[src/rtl/text_console_writer_if.sv]
// text_console_writer_if: character input handshake and text RAM write port.
// Signals: in_valid/in_ready/in_char/in_attr (character stream),
// ram_en/ram_we/ram_addr/ram_din (write port). Modports: master = host/RAM side,
// slave = the console writer engine.
interface text_console_writer_if #(parameter int ADDR_W = 12);
    logic              in_valid;
    logic              in_ready;
    logic [7:0]        in_char;
    logic [7:0]        in_attr;
    logic              ram_en;
    logic              ram_we;
    logic [ADDR_W-1:0] ram_addr;
    logic [15:0]       ram_din;
    modport master (output in_valid, in_char, in_attr,
                    input  in_ready, ram_en, ram_we, ram_addr, ram_din);
    modport slave  (input  in_valid, in_char, in_attr,
                    output in_ready, ram_en, ram_we, ram_addr, ram_din);
endinterface

[src/rtl/text_console_writer.sv]
// text_console_writer: turns a character stream into {attr, char} cell writes with cursor, control codes and clear sweeps.
// Ports: clk, rst (async, active-high); bus (slave modport: character handshake in,
// RAM write port out); cursor_col/cursor_row (current cursor); busy (state != IDLE).
module text_console_writer #(
    parameter int         COLS   = 80,
    parameter int         ROWS   = 30,
    parameter int         ADDR_W = 12,
    parameter logic [7:0] BLANK  = 8'h20
) (
    input  logic                  clk,
    input  logic                  rst,
    text_console_writer_if.slave  bus,
    output logic [6:0]            cursor_col,
    output logic [4:0]            cursor_row,
    output logic                  busy
);
    typedef enum logic [1:0] {IDLE, WRITE, CLR_LINE, CLR_ALL} state_t;
    localparam logic [6:0]        COL_MAX = 7'(COLS - 1);
    localparam logic [4:0]        ROW_MAX = 5'(ROWS - 1);
    localparam logic [ADDR_W-1:0] LAST    = ADDR_W'(COLS * ROWS - 1);
    state_t            state, state_n;
    logic [6:0]        col_n;
    logic [4:0]        row_n, row_inc;
    logic [7:0]        attr, attr_n;
    logic              en_n;
    logic [ADDR_W-1:0] addr_n;
    logic [15:0]       din_n;
    function automatic logic [ADDR_W-1:0] base(input logic [4:0] r);
        return ADDR_W'(r) * ADDR_W'(COLS);
    endfunction
    assign row_inc = (cursor_row == ROW_MAX) ? 5'd0 : cursor_row + 5'd1;
    always_comb begin
        state_n = state;
        col_n   = cursor_col;
        row_n   = cursor_row;
        attr_n  = attr;
        en_n    = 1'b0;
        addr_n  = bus.ram_addr;
        din_n   = bus.ram_din;
        case (state)
            IDLE: if (bus.in_valid) begin
                attr_n = bus.in_attr;
                if (bus.in_char >= 8'h20 && bus.in_char <= 8'h7E) begin
                    state_n = WRITE;
                    en_n    = 1'b1;
                    addr_n  = base(cursor_row) + ADDR_W'(cursor_col);
                    din_n   = {bus.in_attr, bus.in_char};
                end else if (bus.in_char == 8'h0D) begin
                    col_n = 7'd0;
                end else if (bus.in_char == 8'h0A) begin
                    col_n   = 7'd0;
                    row_n   = row_inc;
                    state_n = CLR_LINE;
                    en_n    = 1'b1;
                    addr_n  = base(row_inc);
                    din_n   = {bus.in_attr, BLANK};
                end else if (bus.in_char == 8'h08) begin
                    col_n = (cursor_col != 7'd0) ? cursor_col - 7'd1 : cursor_col;
                end else if (bus.in_char == 8'h0C) begin
                    col_n   = 7'd0;
                    row_n   = 5'd0;
                    state_n = CLR_ALL;
                    en_n    = 1'b1;
                    addr_n  = '0;
                    din_n   = {bus.in_attr, BLANK};
                end
            end
            WRITE: if (cursor_col == COL_MAX) begin
                col_n   = 7'd0;
                row_n   = row_inc;
                state_n = CLR_LINE;
                en_n    = 1'b1;
                addr_n  = base(row_inc);
                din_n   = {attr, BLANK};
            end else begin
                col_n   = cursor_col + 7'd1;
                state_n = IDLE;
            end
            // the cursor row already points at the line being cleared
            CLR_LINE: if (bus.ram_addr == base(cursor_row) + ADDR_W'(COLS - 1)) begin
                state_n = IDLE;
            end else begin
                en_n   = 1'b1;
                addr_n = bus.ram_addr + 1'b1;
            end
            CLR_ALL: if (bus.ram_addr == LAST) begin
                state_n = IDLE;
            end else begin
                en_n   = 1'b1;
                addr_n = bus.ram_addr + 1'b1;
            end
            default: state_n = IDLE;
        endcase
    end
    always_ff @(posedge clk or posedge rst) begin
        if (rst) begin
            state        <= IDLE;
            attr         <= '0;
            cursor_col   <= '0;
            cursor_row   <= '0;
            busy         <= 1'b0;
            bus.in_ready <= 1'b1;
            bus.ram_en   <= 1'b0;
            bus.ram_we   <= 1'b0;
            bus.ram_addr <= '0;
            bus.ram_din  <= '0;
        end else begin
            state        <= state_n;
            attr         <= attr_n;
            cursor_col   <= col_n;
            cursor_row   <= row_n;
            busy         <= state_n != IDLE;
            bus.in_ready <= state_n == IDLE;
            bus.ram_en   <= en_n;
            bus.ram_we   <= en_n;
            bus.ram_addr <= addr_n;
            bus.ram_din  <= din_n;
        end
    end
endmodule

[src/flat_wrapper.sv]
// flat-port wrapper written by rule: the top's interface ports become plain ports
module text_console_writer_flat 
#(
    parameter int         COLS   = 80,
    parameter int         ROWS   = 30,
    parameter int         ADDR_W = 12,
    parameter logic [7:0] BLANK  = 8'h20
)
  (clk, rst, cursor_col, cursor_row, busy, bus_in_valid, bus_in_char, bus_in_attr, bus_in_ready, bus_ram_en, bus_ram_we, bus_ram_addr, bus_ram_din);
  text_console_writer_if #(.ADDR_W(ADDR_W)) bus_i ();
  input  logic clk;
  input  logic rst;
  output logic [6:0] cursor_col;
  output logic [4:0] cursor_row;
  output logic busy;
  input wire logic [$bits(bus_i.in_valid)-1:0] bus_in_valid;
  input wire logic [$bits(bus_i.in_char)-1:0] bus_in_char;
  input wire logic [$bits(bus_i.in_attr)-1:0] bus_in_attr;
  output wire logic [$bits(bus_i.in_ready)-1:0] bus_in_ready;
  output wire logic [$bits(bus_i.ram_en)-1:0] bus_ram_en;
  output wire logic [$bits(bus_i.ram_we)-1:0] bus_ram_we;
  output wire logic [$bits(bus_i.ram_addr)-1:0] bus_ram_addr;
  output wire logic [$bits(bus_i.ram_din)-1:0] bus_ram_din;
  assign bus_i.in_valid = bus_in_valid;
  assign bus_i.in_char = bus_in_char;
  assign bus_i.in_attr = bus_in_attr;
  assign bus_in_ready = bus_i.in_ready;
  assign bus_ram_en = bus_i.ram_en;
  assign bus_ram_we = bus_i.ram_we;
  assign bus_ram_addr = bus_i.ram_addr;
  assign bus_ram_din = bus_i.ram_din;
  text_console_writer #(.COLS(COLS), .ROWS(ROWS), .ADDR_W(ADDR_W), .BLANK(BLANK)) u_core (.clk(clk), .rst(rst), .bus(bus_i), .cursor_col(cursor_col), .cursor_row(cursor_row), .busy(busy));
endmodule
[config.mk]
export PLATFORM = sky130hd
export DESIGN_NAME = text_console_writer_flat
export DESIGN_NICKNAME = d
export VERILOG_FILES = /design/src/rtl/text_console_writer_if.sv /design/src/rtl/text_console_writer.sv /design/src/flat_wrapper.sv
export SDC_FILE = /design/constraint.sdc
export NUM_CORES = 1
export LEC_CHECK = 0
export ABC_AREA = 1
export CAP_MARGIN = 20
export CORE_MARGIN = 2
export CORE_UTILIZATION = 50
export DETAILED_ROUTE_END_ITERATION = 10
export HOLD_SLACK_MARGIN = 0.12
export PLACE_DENSITY = 0.78
export SLEW_MARGIN = 20
export SYNTH_ARGS = -nofsm -noshare
export SYNTH_HDL_FRONTEND = slang
export SYNTH_SLANG_ARGS = --single-unit
[constraint.sdc]
create_clock -name clk -period 2.6 [get_ports clk]
set_input_delay 0.52 -clock clk [delete_from_list [all_inputs] [get_ports clk]]
set_output_delay 0.52 -clock clk [all_outputs]
set_load 0.005 [all_outputs]
==> impl_metrics.sql <==
INSERT INTO impl_metrics (metric_group, metric, value, unit) VALUES
('layout', 'post_route_cells_drive_above_1_share', '17.35', '%'),
('layout', 'layout.nets', '746', ''),
('timing', 'finalCriticalPeriod', '2.635', 'ns'),
('placed_design', 'hpwl', '9.017', 'mm'),
('power', 'switching_power', '0.001678', 'W'),
('grt', 'via_count_of_the_first_global_routing_pass', '4416', ''),
('setup_path', 'worst_path_slowest_cell', 'fa_2', ''),
('logic_synthesis', 'synthDistinctLibCells', '40', ''),
('setup_path', 'reg2reg_depth', '18', ''),
('power', 'report.power.total', '0.003884', 'W'),
('placed_design', 'place_congestion', '0.9902', ''),
('clock_network', 'cts_buffer_depth', '2', ''),
('placed_design', 'dpl_cell_area', '0.005067', 'sq mm'),
('grt', 'antenna_found_initial', '0', ''),
('setup_path', 'timing.reg2reg.setup_slack', '-0.03', 'ns'),
('layout', 'multi_input_area', '0.002635', 'sq mm'),
('grt', 'use_met3', '5.138', '%'),
('setup_path', 'timing_worst_setup_path_type', 'reg2reg', ''),
('routing', 'first_iter_violations', '298', ''),
('timing', 'post-route-worst-setup-slack', '-0.03497', 'ns'),
('job', 'max_cap_viol_count', '0', ''),
('power', 'powerDensity', '716.1', 'mW/mm^2'),
('timing', 'report.final.hold_viol_count', '0', ''),
('grt', 'grt_usage', '27.77', '%'),
('logic_synthesis', 'syn-num-nets', '652', ''),
('logic_synthesis', 'yosysWarnings', '0', ''),
('setup_path', 'r2r_start', 'u_core.cursor_row[1]', ''),
('timing', 'grt_setup_unrepaired', 'true', ''),
('setup_path', 'critical_path_buf_inv_count', '4', ''),
('clock_network', 'root_buffer', 'clkbuf_8', ''),
('setup_path', 'startpoint_type_of_the_worst_setup_path', 'flop', ''),
('routing', 'drc', '0', ''),
('power', 'part_of_the_power_in_registers', '33.8', '%'),
('status', 'failing_checks', 'negative setup slack', ''),
('setup_path', 'biggest_cell_delay_along_the_critical_path', '0.54', 'ns'),
('grt', 'largest_net_degree_at_the_start_of_global_routing', '25', ''),
('setup_path', 'critical_path.endpoint_type', 'flop', ''),
('setup_path', 'regToRegEndpoint', 'u_core.bus.ram_addr[6]', ''),
('timing', 'timing.fmax', '379.5', 'MHz'),
('clock_network', 'skew_pair_late_insertion_delay', '0.32', 'ns'),
('routing', 'antenna_left', '0', ''),
('setup_path', 'critical_path_required', '2.81', 'ns'),
('routing', 'length_of_the_first_detailed_routing_pass_in_iterations', '5', ''),
('power', 'ir_drop', '0.0004992', 'V'),
('routing', 'post_drt_via_cell_ratio', '5.598', ''),
('clock_network', 'clock-sinks', '53', ''),
('timing', 'worst_slew_pin_slew', '0.5401', 'ns'),
('layout', 'finalInstanceArea', '0.005424', 'sq mm'),
('grt', 'globalRoute.totalOverflow', '0', ''),
('status', 'outcome', 'finished with violations', ''),
('timing', 'setup_viol', '8', ''),
('timing', 'relSlewSlack', '63.94', '%'),
('clock_network', 'cts_tree', 'done', ''),
('die', 'core_region_area', '0.008175', 'sq mm'),
('power', 'clkPwrFrac', '13.1', '%'),
('logic_synthesis', 'top_ff_cell_synth', 'dfrtp_1', ''),
('die', 'die_w', '95.41', 'microns'),
('layout', 'n_antenna_cell', '0', ''),
('clock_network', 'cts.htree.levels', '2', ''),
('setup_path', 'timing.critical_path.cells', 'ha_4, ha_4, inv_2, fa_2, inv_2, nand2_4, inv_2, nand2_2, nand2_4, nand2_4, nand2_2, nand2_1, nand2_1, nor2_2, nand3_2, buf_6, nand4_1, nand2_1', ''),
('clock_network', 'clk_slew_on_worst_s_h_paths', '0.11', 'ns'),
('die', 'rows', '33', ''),
('worst_hold_path', 'timing.hold.worst.class', 'reg2reg', ''),
('grt', 'globalRoute.busiestLayer', 'met2', ''),
('setup_path', 'cp_data_arrival_time', '2.85', 'ns'),
('timing', 'min_period_over_period', '101.3', '%'),
('routing', 'routed-via-count', '4523', ''),
('worst_hold_path', 'hold_path_end', 'u_core.bus.ram_din[7]', ''),
('logic_synthesis', 'synthArstFlopShare', '100.0', '%'),
('logic_synthesis', 'postSynthCellCount', '608', ''),
('setup_path', 'critical_path.top_delay_family', 'adder cells', '');
flip-flops by register name, summed over array words and instances (netlist names):
register	cells
u_core.bus.ram_din	16
u_core.bus.in_ready	1
u_core.cursor_col	7
u_core.busy	1
u_core.state	2
u_core.cursor_row	5
u_core.bus.ram_addr	12
u_core.attr	8
u_core.bus.ram_en	1
worst max-delay path by stage:
stage                              start                       to
floorplan           u_core.cursor_row[1]   u_core.bus.ram_addr[7]
global placement    u_core.cursor_row[1]   u_core.bus.ram_addr[6]
detailed placement  u_core.cursor_row[1]   u_core.bus.ram_addr[6]
CTS                 u_core.cursor_row[1]   u_core.bus.ram_addr[6]
global route        u_core.cursor_row[1]  u_core.bus.ram_addr[11]
finish              u_core.cursor_row[1]   u_core.bus.ram_addr[6]
synth_stat cells (4+ instances only):
cell type,instances,area [sq um]
ha_1,22,275.3
inv_2,10,37.54
nand4_1,35,219.0
a21oi_1,5,25.02
inv_1,70,262.8
xor2_1,10,87.58
o21ai_2,4,35.03
nor2_1,52,195.2
dfrtp_1,52,1301
buf_4,6,45.04
o22ai_1,4,25.02
buf_2,5,25.02
o21ai_0,43,215.2
nand3_1,49,245.2
nand2_2,9,56.30
nor3_1,12,60.06
nand2_1,182,683.2
what timing repair did:
item / CTS / global route
endpoints found under the setup margin: 16 / 16
cloned: 1 / 1
pin swaps: 15 / 21
buffers inserted: 7 / 0
resized for setup: 26 / 23
worst min-delay path, cell delays in order (launching register included):
cell	delay, ns
dfrtp_1	0.35
nand2_1	0.05
inv_1	0.05
layout by cell type (no fill, tap or decap), types with 4 or more instances in the layout:
cell,instances
clkdlybuf4s50_1,62
a21oi_1,5
nor2_1,48
clkbuf_8,5
nand4_1,35
buf_4,38
ha_1,14
o21ai_0,42
nor2_4,4
nand3_1,45
inv_2,16
o22ai_1,4
o21ai_2,4
xor2_1,10
nand2_1,175
nor2_2,5
nand2_2,11
inv_1,63
nor3_1,12
ha_4,7
nand2_4,7
nand3_2,4
dfrtp_1,49
power groups by stage:
stage          clock, W  combinational, W  sequential [W]
2_1_floorplan         0           0.00112         0.00127
3_3_place_gp          0           0.00188         0.00131
3_5_place_dp          0           0.00192         0.00132
4_1_cts        0.000523           0.00200         0.00130
5_1_grt        0.000542           0.00228         0.00134
6_report       0.000510           0.00206         0.00131
per-layer routing:
layer | up-vias | part of all wire, %
met1 | 2109 | 40
met3 | 48 | 6.2
met2 | 197 | 50
met5 | - | 0
li1 | 2169 | -
met4 | 0 | 3.3
cells by family after synthesis:
group | after synthesis | share of synthesized area [%]
flops | 53 | 31.78
xor+xnor | 13 | 2.725
simple gates | 355 | 38.69
fa+ha+maj | 25 | 8.026
buf+inv | 96 | 9.673
compound gates | 66 | 9.104
area by class of cell:
type | count | area share [%]
clock buffers | 5 | 1.269
multi-input cells | 460 | 48.58
clock inverters | 3 | 0.4844
flip-flops and latches | 53 | 24.54
inverters | 80 | 5.582
repair buffers | 102 | 17.12
well taps | 105 | 2.422
stage by stage:
stage	cells	setup TNS [ns]	hold WS [ns]	util, %
2_1_floorplan	608	0	0.4593	-
3_3_place_gp	791	-0.5135	0.4497	61.98
3_5_place_dp	791	-1.747	0.4595	61.98
4_1_cts	807	-0.03410	0.4856	64.89
5_1_grt	808	-1.288	0.5119	66.35
6_report	808	-0.1009	0.4792	66.35
(Power assumes the default switching activity.)
